==> src/rtl/data_cal_pkg.sv <==
// rtl/data_cal_pkg.sv - shared types, select codes and widths for the data_cal sequencer slice
package data_cal_pkg;

  typedef enum logic [2:0] {
    S_IDLE  = 3'd0,
    S_C1    = 3'd1,
    S_C2    = 3'd2,
    S_C3    = 3'd3,
    S_DRAIN = 3'd4,
    S_DONE  = 3'd5
  } seq_state_t;

  localparam logic [1:0] SEL_LOAD = 2'd0;
  localparam logic [1:0] SEL_B    = 2'd1;
  localparam logic [1:0] SEL_C    = 2'd2;
  localparam logic [1:0] SEL_D    = 2'd3;

  localparam int SUM_W   = 5;
  localparam int TOTAL_W = 7;

  // nibble0 plus nibble k of a word; k=0 is never used by the datapath
  function automatic logic [SUM_W-1:0] nib_sum(input logic [15:0] w, input logic [1:0] k);
    logic [3:0] other;
    case (k)
      2'd1:    other = w[7:4];
      2'd2:    other = w[11:8];
      2'd3:    other = w[15:12];
      default: other = w[3:0];
    endcase
    return {1'b0, w[3:0]} + {1'b0, other};
  endfunction

endpackage

==> src/rtl/data_cal_seq_if.sv <==
// rtl/data_cal_seq_if.sv - word-in / sums-out handshake bundle of the data_cal sequencer
interface data_cal_seq_if #(parameter int TAG_W = 4);
  logic              in_valid;
  logic              in_ready;
  logic [15:0]       in_data;
  logic [TAG_W-1:0]  in_tag;
  logic              out_valid;
  logic              out_ready;
  logic [14:0]       out_sums;
  logic [6:0]        out_total;
  logic [TAG_W-1:0]  out_tag;

  modport master (
    output in_valid, in_data, in_tag, out_ready,
    input  in_ready, out_valid, out_sums, out_total, out_tag
  );

  modport slave (
    input  in_valid, in_data, in_tag, out_ready,
    output in_ready, out_valid, out_sums, out_total, out_tag
  );
endinterface

==> src/rtl/data_cal.sv <==
// rtl/data_cal.sv - nibble-sum datapath: sel=0 loads a word, sel=k registers nibble0+nibble k
module data_cal
  import data_cal_pkg::*;
(
  input  logic             clk,
  input  logic             rst,
  input  logic [15:0]      d,
  input  logic [1:0]       sel,
  output logic [SUM_W-1:0] out,
  output logic             validout
);

  logic [15:0] word_q;

  // load the word on sel=0, otherwise produce one registered nibble sum per cycle
  always_ff @(posedge clk or negedge rst) begin
    if (!rst) begin
      word_q   <= '0;
      out      <= '0;
      validout <= 1'b0;
    end else if (sel == SEL_LOAD) begin
      word_q   <= d;
      validout <= 1'b0;
    end else begin
      out      <= nib_sum(word_q, sel);
      validout <= 1'b1;
    end
  end

endmodule

==> src/rtl/data_cal_seq.sv <==
// rtl/data_cal_seq.sv - sequencer around data_cal; DATA_CAL_SEQ_CHK_EN enables the sticky err checker
module data_cal_seq
  import data_cal_pkg::*;
#(
  parameter int TAG_W = 4
) (
  input  logic          clk,
  input  logic          rst,
  data_cal_seq_if.slave bus,
  output logic          err
);

  seq_state_t        state_q, state_d;
  logic [1:0]        dp_sel;
  logic [15:0]       dp_d;
  logic [SUM_W-1:0]  dp_out;
  logic              dp_valid;
  logic [SUM_W-1:0]  s1_q, s2_q, s3_q;
  logic [TOTAL_W-1:0] total_q;
  logic [TAG_W-1:0]  tag_q;
  logic              accept;

  assign accept = (state_q == S_IDLE) && bus.in_valid;

  data_cal u_dp (
    .clk      (clk),
    .rst      (rst),
    .d        (dp_d),
    .sel      (dp_sel),
    .out      (dp_out),
    .validout (dp_valid)
  );

  // state register
  always_ff @(posedge clk or negedge rst) begin
    if (!rst) state_q <= S_IDLE;
    else      state_q <= state_d;
  end

  // next state: fixed walk C1..DRAIN, only IDLE and DONE wait on handshakes
  always_comb begin
    state_d = state_q;
    case (state_q)
      S_IDLE:  if (bus.in_valid) state_d = S_C1;
      S_C1:    state_d = S_C2;
      S_C2:    state_d = S_C3;
      S_C3:    state_d = S_DRAIN;
      S_DRAIN: state_d = S_DONE;
      S_DONE:  if (bus.out_ready) state_d = S_IDLE;
      default: state_d = S_IDLE;
    endcase
  end

  // outputs decoded from the state register only
  always_comb begin
    bus.in_ready  = (state_q == S_IDLE);
    bus.out_valid = (state_q == S_DONE);
    dp_d          = bus.in_data;
    dp_sel        = SEL_LOAD;
    case (state_q)
      S_C1:    dp_sel = SEL_B;
      S_C2:    dp_sel = SEL_C;
      S_C3:    dp_sel = SEL_D;
      S_DONE:  dp_d   = 16'h0000;
      default: dp_sel = SEL_LOAD;
    endcase
  end

  // capture the tag on acceptance and each sum one cycle after its datapath step
  always_ff @(posedge clk or negedge rst) begin
    if (!rst) begin
      s1_q    <= '0;
      s2_q    <= '0;
      s3_q    <= '0;
      total_q <= '0;
      tag_q   <= '0;
    end else begin
      if (accept) tag_q <= bus.in_tag;
      if (state_q == S_C2) s1_q <= dp_out;
      if (state_q == S_C3) s2_q <= dp_out;
      if (state_q == S_DRAIN) begin
        s3_q    <= dp_out;
        total_q <= {2'b00, s1_q} + {2'b00, s2_q} + {2'b00, dp_out};
      end
    end
  end

  assign bus.out_sums  = {s3_q, s2_q, s1_q};
  assign bus.out_total = total_q;
  assign bus.out_tag   = tag_q;

`ifdef DATA_CAL_SEQ_CHK_EN
  logic [15:0] word_q;
  logic        chk_en;
  logic [1:0]  chk_k;
  logic        err_q;

  // which nibble sum the datapath should be presenting at each capture edge
  always_comb begin
    chk_en = 1'b1;
    chk_k  = 2'd1;
    case (state_q)
      S_C2:    chk_k  = 2'd1;
      S_C3:    chk_k  = 2'd2;
      S_DRAIN: chk_k  = 2'd3;
      default: chk_en = 1'b0;
    endcase
  end

  // private word copy plus sticky error on missing validout or wrong sum
  always_ff @(posedge clk or negedge rst) begin
    if (!rst) begin
      word_q <= '0;
      err_q  <= 1'b0;
    end else begin
      if (accept) word_q <= bus.in_data;
      if (chk_en && (!dp_valid || (dp_out != nib_sum(word_q, chk_k)))) err_q <= 1'b1;
    end
  end

  assign err = err_q;
`else
  assign err = 1'b0;
`endif

endmodule

==> src/flat_wrapper.sv <==
// flat-port wrapper written by rule: the top's interface ports become plain ports
module data_cal_seq_flat import data_cal_pkg::*;
#(
  parameter int TAG_W = 4
)
  (clk, rst, err, bus_in_valid, bus_in_data, bus_in_tag, bus_out_ready, bus_in_ready, bus_out_valid, bus_out_sums, bus_out_total, bus_out_tag);
  data_cal_seq_if #(.TAG_W(TAG_W)) bus_i ();
  input  logic clk;
  input  logic rst;
  output logic err;
  input wire logic [$bits(bus_i.in_valid)-1:0] bus_in_valid;
  input wire logic [$bits(bus_i.in_data)-1:0] bus_in_data;
  input wire logic [$bits(bus_i.in_tag)-1:0] bus_in_tag;
  input wire logic [$bits(bus_i.out_ready)-1:0] bus_out_ready;
  output wire logic [$bits(bus_i.in_ready)-1:0] bus_in_ready;
  output wire logic [$bits(bus_i.out_valid)-1:0] bus_out_valid;
  output wire logic [$bits(bus_i.out_sums)-1:0] bus_out_sums;
  output wire logic [$bits(bus_i.out_total)-1:0] bus_out_total;
  output wire logic [$bits(bus_i.out_tag)-1:0] bus_out_tag;
  assign bus_i.in_valid = bus_in_valid;
  assign bus_i.in_data = bus_in_data;
  assign bus_i.in_tag = bus_in_tag;
  assign bus_i.out_ready = bus_out_ready;
  assign bus_in_ready = bus_i.in_ready;
  assign bus_out_valid = bus_i.out_valid;
  assign bus_out_sums = bus_i.out_sums;
  assign bus_out_total = bus_i.out_total;
  assign bus_out_tag = bus_i.out_tag;
  data_cal_seq #(.TAG_W(TAG_W)) u_core (.clk(clk), .rst(rst), .bus(bus_i), .err(err));
endmodule
==> config.mk <==
export PLATFORM = sky130hd
export DESIGN_NAME = data_cal_seq_flat
export DESIGN_NICKNAME = d
export VERILOG_FILES = /design/src/rtl/data_cal_pkg.sv /design/src/rtl/data_cal_seq_if.sv /design/src/rtl/data_cal.sv /design/src/rtl/data_cal_seq.sv /design/src/flat_wrapper.sv
export SDC_FILE = /design/constraint.sdc
export NUM_CORES = 1
export LEC_CHECK = 0
export CAP_MARGIN = 30
export CORE_ASPECT_RATIO = 0.5
export CORE_MARGIN = 1
export CORE_UTILIZATION = 46
export CTS_CLUSTER_SIZE = 20
export DETAILED_ROUTE_END_ITERATION = 12
export PLACE_DENSITY = 0.75
export RECOVER_POWER = 25
export SYNTH_ARGS = -nofsm -noshare
export SYNTH_HDL_FRONTEND = slang
export SYNTH_HIERARCHICAL = 1
export SYNTH_SLANG_ARGS = --single-unit
==> constraint.sdc <==
create_clock -name clk -period 2.8 [get_ports clk]
set_clock_uncertainty 0.15 [all_clocks]
set_input_delay 0.56 -clock clk [delete_from_list [all_inputs] [get_ports clk]]
set_output_delay 0.56 -clock clk [all_outputs]
set_load 0.005 [all_outputs]
### After elaboration in Yosys (flattened, before gate mapping)

Cells that the tools add are included.

| cells by class | value |
|---|---|
| $add $sub $neg | 3 |
| muxes and demuxes | 7 |
| reductions and logical operators | 4 |
| equal/unequal tests | 10 |

Operators with widths:

| kind | count |
|---|---|
| $pmux W3 S6 | 1 |
| $mux W16 | 1 |
| $pmux W4 S3 | 1 |
| $add A7 B5 Y7 | 1 |
| $add A5 B5 Y6 | 1 |
| $eq A3 B2 Y1 const B | 2 |
| $eq A3 B3 Y1 const B | 2 |
| $mux W3 | 2 |
| $pmux W2 S3 | 1 |
| $add A4 B4 Y5 | 1 |
| $eq A2 B2 Y1 const B | 2 |
| $mux W4 | 1 |
| $ne A2 B2 Y1 const B | 2 |
| $eq A3 B1 Y1 const B | 1 |
| $logic_not A3 Y1 | 1 |
| $eq A2 B1 Y1 const B | 1 |
| $logic_not A2 Y1 | 1 |
| $reduce_and A2 Y1 | 1 |
| $logic_and A1 B1 Y1 | 1 |

| storage, ports and cells | value |
|---|---|
| bits in registers | 50 |
| output and inout bits | 29 |

### Depth between registers and ports, before layout

| logic depth | value |
|---|---|
| depth after elaboration | 6 |
| depth in mapped cells | 9 |
| depth with buffers taken out | 9 |

### By module

The synthesis kept the hierarchy.

By module, submodules not included:

| module | cells each | times used | sequential area each (sq um) | area each (sq um) |
|---|---|---|---|---|
| data_cal_seq | 133 | 1 | 725.7 | 1,552.7 |
| data_cal | 68 | 1 | 550.5 | 1,097.3 |

### Worst setup path after synthesis

No wires, ideal clock.

| path | value |
|---|---|
| path kind | reg-to-reg |
| start | reg u_core.state_q[2] |
| end | reg u_core.u_dp.out[4] |
| setup time | 0.123 ns |
| slack | 0.141 ns |
| stages on the path, launching flop included | 10 |
| data arrival time | 2.386 ns |
| period minus slack after synthesis | 2.659 ns |
| cell sequence | dfrtp_1 -> buf_4 -> nor2b_1 -> buf_2 -> mux4_1 -> ha_1 -> fa_1 -> a21o_1 -> a21oi_1 -> a21oi_1 |

| on the way | value |
|---|---|
| cells in the longest elaborated chain, start to end | 6 |
| elaborated cells on any way between the ends | 11 |

Ends and longest elaborated chain:

| element | line | RTL |
|---|---|---|
| from (decl) | data_cal_seq.sv:13 | `seq_state_t state_q, state_d;` |
| from (signal assigned) | data_cal_seq.sv:37 | `else state_q <= state_d;` |
| $eq A3 B2 Y1 or $eq A3 B1 Y1 (tied branches) | data_cal_seq.sv:60 | `case (state_q)` |
| $pmux W2 S3 * | data_cal_seq.sv:60 |  |
| named net u_core.dp_sel[1] | data_cal_seq.sv:14 | `logic [1:0] dp_sel;` |
| $eq A2 B2 Y1 or $eq A2 B1 Y1 (tied branches) | data_cal_pkg.sv:24 | `case (k)` |
| $pmux W4 S3 | data_cal_pkg.sv:24 |  |
| $mux W4 | data_cal.sv:21 | `end else if (sel == SEL_LOAD) begin` |
| $add A4 B4 Y5 | data_cal_pkg.sv:30 | `return {1'b0, w[3:0]} + {1'b0, other};` |
| to (signal assigned) | data_cal.sv:25 | `out <= nib_sum(word_q, sel);` |
| to (decl) | data_cal.sv:9 | `output logic [SUM_W-1:0] out,` |

Mark *: on every way through the listed nets, which the timed path passes. The rest lies on a longest branch. The select of a mux whose other input is x is not followed.
A chain may end at the register's enable or synchronous reset.

### Worst setup path in the final report

Same ends and word-level chain as after synthesis.

==> impl_metrics.toml <==
[status]
outcome = "finished clean"

[clock_tree]
cts.path.max_buffers = 2
cts_max_level = 2
clock-sinks = 50
cts_resized = 0
clk_pin_slew_ns = 0.06
cts-root-buf = "clkbuf_16"
cts_tree = "done"
numCtsBuffers = 5
insertion_delay_ns = 0.28
hold_buffers = 0
cts_setup_buffers = 0

[floorplanning]
ios = 53
die-area_um2 = 6030
core_um2 = 5490
initial_core_util_pct = 47.8
die_y_um = 55.4
die_x_um = 109
num_rows = 19

[power_and_ir_drop]
swShare_pct = 35.2
p_int_mw = 2.92
p_clk_share_pct = 13.2
leakagePower_nw = 1.48
power_frac_comb_pct = 56.3
power_density_nw_per_um2 = 1340
peakVddDrop_v = 0.000506
share_seq_of_total_power_pct = 30.5
switching_power_mw = 1.59

[drt]
drt_iter0_drc = 52
viasPerCell = 4.84
ant_nets = 0
drt_wl_total_um = 4520
drcViolationCount = 0
num_vias = 1603
drt-pass1-iter-count = 6
wl_per_cell_um = 13.6

[global_route]
grt_pass1_wl_um = 7750
grt_start_max_net_pins = 51
antenna_found_initial = 0
grt_pass1_vias = 1633
grt_usage_pct = 16.9
overflow = 0

[critical_path]
critical_path_arrival_ns = 2.54
cp_max_fo = 3
start_kind = "flip-flop"
endpoint_kind = "flip-flop"
worstSetupPathType = "reg2reg"
r2r_cells = 7
cp.required_ns = 2.82

[layout]
diodes = 0
drive_above_1_share_pct = 21.7
nNetsFinal = 297
area_delta_synth_final_pct = 27.6
fin_cells = 331
nFillCells = 467

[placement]
gp_congestion = 0.772
dp_cells = 323
dp_hpwl_um = 3420
portBuffers = 51

[synthesis]
yosys_warnings = 6
synthCells = 200
synthesis.nets = 240
syn_avg_cell_area_um2 = 13.1
synthesis.area_um2 = 2630

[sta]
report.final.slew_viol_count = 0
finalSetupTns_ns = 0
setup_viol = 0
max_freq_mhz = 397
period_needed_ns = 2.52
hold_viol_final = 0
rsz0062_at_grt = "no"
relSlewSlack_pct = 20.3
period_share_pct = 89.9
tightest_slew_ns = 1.20

[worst_hold_path]
min_delay_path_depth = 2
hp-class = "reg2reg"

[run]
maxCapViolations = 0
[worst paths after layout]
| kind | start | end | slack [ns] |
|---|---|---|---|
| max in group asynchronous | rst | u_core/u_dp/word_q[1] | 1.32 |
| min in group asynchronous | rst | u_core/bus.out_total[2] | 0.45 |
| max reg2reg | u_core/state_q[2] | u_core/u_dp/out[4] | 0.28 |
| min reg2reg | u_core/bus.out_total[2] | u_core/bus.out_total[2] | 0.33 |
| max | u_core/state_q[2] | u_core/u_dp/out[4] | 0.28 |
| min | u_core/bus.out_total[2] | u_core/bus.out_total[2] | 0.33 |
[state kept, by name, summed over array words and instances, names as in the netlist]
| register | count |
|---|---|
| u_core/state_q | 3 |
| u_core/bus.out_total | 7 |
| u_core/s2_q | 5 |
| u_core/bus.out_tag | 4 |
| u_core/s1_q | 5 |
| u_core/s3_q | 5 |
| u_core/u_dp/out | 5 |
| u_core/u_dp/word_q | 16 |
[power groups by stage]
stage	Clock, mW	Combinational [mW]	Sequential (mW)
after CTS	0.609	2.56	1.38
after global routing	0.644	2.83	1.43
final	0.593	2.54	1.37
after global placement	0	2.45	1.37
after floorplan	0	1.78	1.33
after detailed placement	0	2.54	1.40
[through the flow]
| step | instance area (um^2) | power, mW | worst slack, ns | hold slack (ns) | util [%] |
|---|---|---|---|---|---|
| 4_1_cts | 3350 | 4.55 | 0.274 | 0.244 | 61.1 |
| 3_5_place_dp | 3210 | 3.93 | 0.299 | 0.325 | 58.4 |
| 2_1_floorplan | 2630 | 3.11 | 0.141 | 0.114 | - |
| 3_3_place_gp | 3210 | 3.82 | 0.348 | 0.314 | 58.4 |
| 5_1_grt | 3350 | 4.90 | 0.158 | 0.371 | 61.0 |
| 6_report | 3350 | 4.51 | 0.282 | 0.332 | 61.0 |
[critical path, cell delays in order (launching register included)]
cell	delay, ns
dfrtp_1	0.39
nor2b_1	0.22
buf_4	0.17
mux4_1	0.60
fa_1	0.45
a21o_1	0.19
a21oi_1	0.15
a21oi_1	0.08
[routing by layer]
layer / vias to the layer above / part of all wire (%) / GRT usage [%] / wire [um]
met5: - / 0 / 0 / 0
li1: 810 / - / - / -
met1: 763 / 50 / 23.9 / 2260
met2: 26 / 46 / 25.9 / 2080
met4: 0 / 1.1 / 5.21 / 48
met3: 4 / 2.9 / 3.90 / 131
[area by class of cell]
| cell class | instances | area (um^2) | area share (%) |
|---|---|---|---|
| Timing Repair Buffer | 59 | 563 | 16.8 |
| Clock buffer | 7 | 143 | 4.26 |
| Inverter | 9 | 33.8 | 1.01 |
| Clock inverter | 1 | 5.00 | 0.149 |
| Sequential cell | 50 | 1250 | 37.3 |
| Multi-Input combinational cell | 132 | 1260 | 37.7 |
| Tap cell | 73 | 91.3 | 2.73 |
[cells in the final DEF, fill, tap and decap left out, types with 2 or more instances in the layout]
master and instances:
mux2_4 9, ha_1 9, nand2_1 13, nor3_1 3, nand3_1 2, nand2b_1 2
clkdlybuf4s50_1 50, and2_1 16, a21oi_1 6, mux4_1 4, fa_1 7, inv_1 8
nor2_1 5, nor2b_1 3, mux2_2 27, xnor2_1 2, dfrtp_1 50, buf_4 7
o21ai_0 7, clkbuf_16 5
Power figures use the tool's default switching activity.
